[config.mk]
export PLATFORM = sky130hd
export DESIGN_NAME = banco_registros
export DESIGN_NICKNAME = d
export VERILOG_FILES = /design/src/rtl/banco_registros.sv
export SDC_FILE = /design/constraint.sdc
export NUM_CORES = 2
export LEC_CHECK = 0
export BUFFER_PORTS_ARGS = -buffer_cell sky130_fd_sc_hd__buf_2
export CAP_MARGIN = 20
export CORE_MARGIN = 3
export CORE_UTILIZATION = 45
export CTS_BUF_LIST = sky130_fd_sc_hd__clkbuf_16
export CTS_CLUSTER_DIAMETER = 120
export DETAILED_ROUTE_END_ITERATION = 8
export HOLD_SLACK_MARGIN = 0.15
export PLACE_DENSITY = 0.6
export SLEW_MARGIN = 20
export SYNTH_ARGS = -nofsm -noshare
export SYNTH_HDL_FRONTEND = slang
export SYNTH_SLANG_ARGS = --single-unit
[constraint.sdc]
create_clock -name CLK -period 1.9 [get_ports CLK]
set_input_delay 0 -clock CLK [delete_from_list [all_inputs] [get_ports CLK]]
set_output_delay 0 -clock CLK [all_outputs]
set_load 0.01 [all_outputs]
[src/rtl/banco_registros.sv]
// banco_registros: register file, 2**ADDR_WIDTH x DATA_WIDTH. It has two combinational
// read ports and one synchronous write port. Register 0 always reads as zero.
//
// Ports:
//   CLK        clock; all state changes happen on the rising edge
//   reset      synchronous active-high clear of every register
//   A1, A2     read port addresses
//   A3         write port address
//   WD3        write data
//   WE3        write enable, active-high
//   RD1, RD2   read data for A1 / A2 (combinational, zero latency)
//
// Optional feature: define BANCO_REGISTROS_BYPASS_EN to forward WD3 to a read port.
// Forwarding happens when that port addresses the register being written in the same cycle.
module banco_registros #(
    parameter int unsigned DATA_WIDTH = 32,
    parameter int unsigned ADDR_WIDTH = 5
) (
    input  logic                  CLK,
    input  logic                  reset,
    input  logic [ADDR_WIDTH-1:0] A1,
    input  logic [ADDR_WIDTH-1:0] A2,
    input  logic [ADDR_WIDTH-1:0] A3,
    input  logic [DATA_WIDTH-1:0] WD3,
    input  logic                  WE3,
    output logic [DATA_WIDTH-1:0] RD1,
    output logic [DATA_WIDTH-1:0] RD2
);

    localparam int unsigned NUM_REGS = 2 ** ADDR_WIDTH;

    typedef logic [DATA_WIDTH-1:0] word_t;
    typedef word_t regs_t [NUM_REGS];

    // Declaration initialiser makes reads defined before the first reset edge.
    regs_t regs_q = '{default: '0};
    regs_t regs_d;

    // A write to address 0 is dropped, so regs_q[0] keeps its initial zero.
    logic wr_en;
    assign wr_en = WE3 && (A3 != '0);

    // Next-state: the current contents, plus the write.
    always_comb begin
        regs_d = regs_q;
        if (wr_en) begin
            regs_d[A3] = WD3;
        end
    end

    // Storage. Reset takes priority over the write.
    always_ff @(posedge CLK) begin
        if (reset) begin
            regs_q <= '{default: '0};
        end else begin
            regs_q <= regs_d;
        end
    end

    // Read port 1.
    always_comb begin
        RD1 = regs_q[A1];
`ifdef BANCO_REGISTROS_BYPASS_EN
        if (wr_en && !reset && (A1 == A3)) begin
            RD1 = WD3;
        end
`endif
        if (A1 == '0) begin
            RD1 = '0;
        end
    end

    // Read port 2.
    always_comb begin
        RD2 = regs_q[A2];
`ifdef BANCO_REGISTROS_BYPASS_EN
        if (wr_en && !reset && (A2 == A3)) begin
            RD2 = WD3;
        end
`endif
        if (A2 == '0) begin
            RD2 = '0;
        end
    end

endmodule

Word-level counts from Yosys, hierarchy flattened

Cells that the tools add are included.

Magnitude comparators: 4
Multiplexer cells: 11
Bitwise gates (word level): 3
Reduce and logical (&&, ||, !) cells: 5

Operators with widths:

| operator           | number |
|---|---|
| $bwmux 1024        | 1 |
| $bmux 32 s5        | 2 |
| $mux 32            | 7 |
| $demux 32 s5       | 1 |
| $ge 6x6->1 const B | 3 |
| $not 5->6          | 3 |
| $logic_not 5->1    | 2 |
| $lt 6x1->1 const B | 1 |
| $reduce_bool 5->1  | 1 |
| $logic_and 1x1->1  | 2 |

Register bits after elaboration: 1024
Bits of input ports: 50
Output and inout bits: 64
Logic and storage cells: 55

Logic depth before layout (Yosys ltp)

Depth after elaboration: 6
Depth in mapped cells: 8
Gate-level depth less buffers: 4

Worst setup path before layout

OpenSTA, ideal clock, no wires.

Path kind: input -> output
Start point: in A1[0]
End point: out RD1[11]
Arrival: 1369 ps
Required time: 1900 ps
Path slack: 531 ps
Stages on the path: 7
Buffers on the path: 3
Cell sequence: buf_4 > buf_12 > and2b_4 > buf_6 > a221oi_1 > o21ai_0 > a311oi_1

Longest elaborated chain between the ends: 5
Elaborated cells between the ends (all ways): 6
Classes of those cells: mux (4); bitwise (1); reduce/logical (1)

RTL lines:

| what                                        | line | source |
|---|---|---|
| from (decl)                                 | 21   | `input logic [ADDR_WIDTH-1:0] A1,` |
| $not 5->6 (not written as such)             | 62   | `RD1 = regs_q[A1];` |
| $bmux 32 s5                                 | 62   |  |
| $mux 32 (not written as such) (2 in series) | 62   |  |
| $mux 32 *                                   | 68   | `if (A1 == '0) begin` |
| to (decl)                                   | 26   | `output logic [DATA_WIDTH-1:0] RD1,` |

Mark *: on every way between the ends. The rest lies on a longest branch, timed or not. The select of a mux whose other input is x is not followed.

Final worst setup path

Start point: reg regs_q[369] (netlist name)
End point: out RD2[17]

Longest elaborated chain between the ends: 4

RTL lines:

| what                                        | line | source |
|---|---|---|
| from (decl)                                 | 36   | `regs_t regs_q = '{default: '0};` |
| from (signal assigned)                      | 56   | `regs_q <= regs_d;` |
| $bmux 32 s5                                 | 75   | `RD2 = regs_q[A2];` |
| $mux 32 (not written as such) (2 in series) | 75   |  |
| $mux 32                                     | 81   | `if (A2 == '0) begin` |
| to (decl)                                   | 27   | `output logic [DATA_WIDTH-1:0] RD2` |

No other way between the ends. The select of a mux whose other input is x is not followed.

==> results.toml <==
[sta]
max_freq_mhz = 420
totalNegativeSetupSlack_ps = -23000
fin_skew_ps = 0
slew_viol_final = 0
post-route-period-util_pct = 125
rsz0062_at_grt = "true"
setup_viol = 64
slew_headroom_pct = 31.9
finalWorstSetupSlack_ps = -482
period_minus_slack_ps = 2380
hold_viol_final = 0
fin_hold_ws_ps = 215
tightest_slew_ps = 1020

[floorplan]
die_w_microns = 348
die_h_microns = 348
rows = 124
die-area_sq_um = 121000
ios = 114
start_util_pct = 45.7
core_sq_um = 115000

[routing]
drt_pass1_iterations = 9
vias = 49315
wl_per_cell_microns = 29.4
drt-total-wl_microns = 224000
drc = 0
via_per_inst = 6.49
ant_nets = 0
drt-initial-drc-count = 7011

[yosys]
synth_area_sq_um = 52600
ys_types = 51
ys_warn_count = 0
ys_ff_latch = 1024
syn_area_per_cell_sq_um = 8.97
netlist_instances = 5863
ys_top_cells_by_area = "dfxtp_1 39%, mux4_2 17%, nand2_1 15%"
synth_top_area_share_pct = 39.0
syn-num-nets = 5913
synth_top_cell_by_area = "dfxtp_1"
ys_seq_area_share_pct = 39.0

[clocking]
max-clock-path-buffers = 3
clkLatencyLatePin_ps = 720
tritoncts = "built"
cts_buffers = 113
clk_pin_slew_worst_paths_ps = 60
root_buffer = "clkbuf_16"
cts.sinks = 1024
h-tree-depth = 3

[critical_path]
critical_path.max_stage_delay_ps = 630
start_kind = "flip-flop"
cp_slowest_cell = "mux4_4"
critPathKind = "flip-flop to primary output"
crit_required_ps = 1900
worstRegToRegCells = 3
critical_path_arrival_ps = 2380
endpoint_kind = "primary output"
critPathMaxFanout = 3
crit_chain = "mux4_4, a22oi_2, a311oi_2, buf_2"

[finish]
layout.nets = 6032
syn_to_final_growth_pct = 20.6
largest_register_ffs = 1024
regMostFlops = "regs_q"
final_area_sq_um = 63400
reg_top3 = "regs_q: 1024 flops"
layout-drive-gt1-share_pct = 29.1

[power]
ir_worst_vdd_mv = 0.794
totalPowerFinal_mw = 48.4
power.leakage_nw = 21.3
powerDensity_nw_per_um2 = 763

[flow_run]
cap_violations = 0

[run_status]
run_status = "finished with violations"
violations = "setup timing"

[global_route]
track_usage_pct = 36.0
grt_max_degree = 106
grt_pass1_wl_microns = 323000
grt-ovfl-total = 0
grt_antenna_before_repair = 10
grt_pass1_vias = 46406

[place]
placed_area_sq_um = 57500
io_buffers = 113
hpwl_microns = 139000
place_ws_ps = -379
gp_congestion = 0.925

[hold_path]
hold_path_depth = 7
hp-class = "input port to flip-flop"
-- final timing paths --
| check | startpoint | end | slack, ps |
|---|---|---|---|
| worst max-delay path | regs_q[369] | RD2[17] | -480 |
| worst max register to register | regs_q[280] | regs_q[280] | 710 |
| worst min register to register | regs_q[924] | regs_q[924] | 460 |
| worst min-delay path | WE3 | regs_q[191] | 220 |
-- worst max-delay path: cells and delay by family, from the launching register on --
| kind | cells | cell delay, ps |
|---|---|---|
| compound gates | 2 | 470 |
| mux | 1 | 630 |
| buf+inv | 1 | 240 |
| flops | 1 | 330 |
-- final cells by class --
| type | count | area [sq um] |
|---|---|---|
| tap | 1512 | 1890 |
| inverter | 2 | 12.5 |
| clock buffer | 117 | 2930 |
| clock inverter | 93 | 567 |
| multi-input combinational | 4213 | 30800 |
| antenna | 7 | 17.5 |
| timing repair buffer | 628 | 6440 |
| sequential | 1024 | 20700 |
| fill | 10045 | 51700 |
-- cells in the final DEF, fill, tap and decap left out, drive strengths merged, types with 6 or more instances in the layout --
| cell | Yosys | routed |
|---|---|---|
| a221oi | 46 | 46 |
| and2 | 18 | 18 |
| diode | 0 | 7 |
| and2b | 13 | 13 |
| mux2 | 64 | 64 |
| nand2 | 2052 | 2052 |
| bufinv | 0 | 6 |
| buf | 270 | 588 |
| o21ai | 110 | 110 |
| a311oi | 64 | 64 |
| clkinv | 0 | 54 |
| a211oi | 64 | 64 |
| dlygate4sd3 | 2 | 40 |
| a21oi | 992 | 992 |
| clkbuf | 344 | 117 |
| dfxtp | 1024 | 1024 |
| inv | 2 | 32 |
| mux2i | 128 | 128 |
| nor2b | 89 | 89 |
| mux4 | 448 | 448 |
| a22oi | 64 | 64 |
| nor2 | 19 | 19 |
| o2111ai | 18 | 18 |
-- synth_stat cells, drive strengths merged --
cell,number
dlygate4sd1,5
or2,2
or4,2
clkbuf,344
mux2i,128
a211oi,64
and2b,13
buf,270
mux4,448
nor4b,1
o2111ai,18
nand2b,4
nor2,19
and4,1
dlygate4sd3,2
a22oi,64
nor3,4
a311oi,64
nor2b,89
and2,18
o21ai,110
and4b,3
nand2,2052
nand4,1
dlymetal6s2s,3
a21oi,992
nand4b,3
dfxtp,1024
mux2,64
inv,2
a221oi,46
and4bb,3
-- per-stage QoR --
stage	util (%)	std cells
floorplan	-	5863
global placement	49.9	7349
detailed placement	49.9	7349
CTS	54.6	7588
global route	55.1	7590
finish	55.1	7596
-- layer usage --
| metal | global-route usage (%) | part of all wire (%) | up-vias | wire [microns] |
|---|---|---|---|---|
| met3 | 9.64 | 13 | 762 | 29100 |
| met4 | 19.6 | 6.4 | 8 | 14300 |
| met2 | 53.6 | 43 | 3542 | 95800 |
| met5 | 0 | 0.024 | - | 54 |
| li1 | - | - | 20833 | - |
| met1 | 47.9 | 38 | 24170 | 84400 |
-- timing repair --
action | in CTS | in global routing
pin swaps | 99 | 68
gates cloned | 0 | 0
gates resized for setup | 394 | 190
setup endpoints to repair | 64 | 64
setup buffers | 2 | 3
hold endpoints to repair | 1024 | 0
hold buffers | 41 | 0
-- power breakdown --
part	switching (mW)	leakage (nW)	internal [mW]	total, mW
sequential	0.119	8.35	21.6	21.7
combinational	3.37	11.2	1.98	5.34
clock	9.46	1.82	11.9	21.3
-- logic make-up after synthesis --
| logic type | share of synthesized area, % |
|---|---|
| compound gates | 14.6 |
| buf+inv | 6.34 |
| flops | 39.0 |
| mux | 23.4 |
| simple gates | 16.7 |
Power figures use the tool's default switching activity.
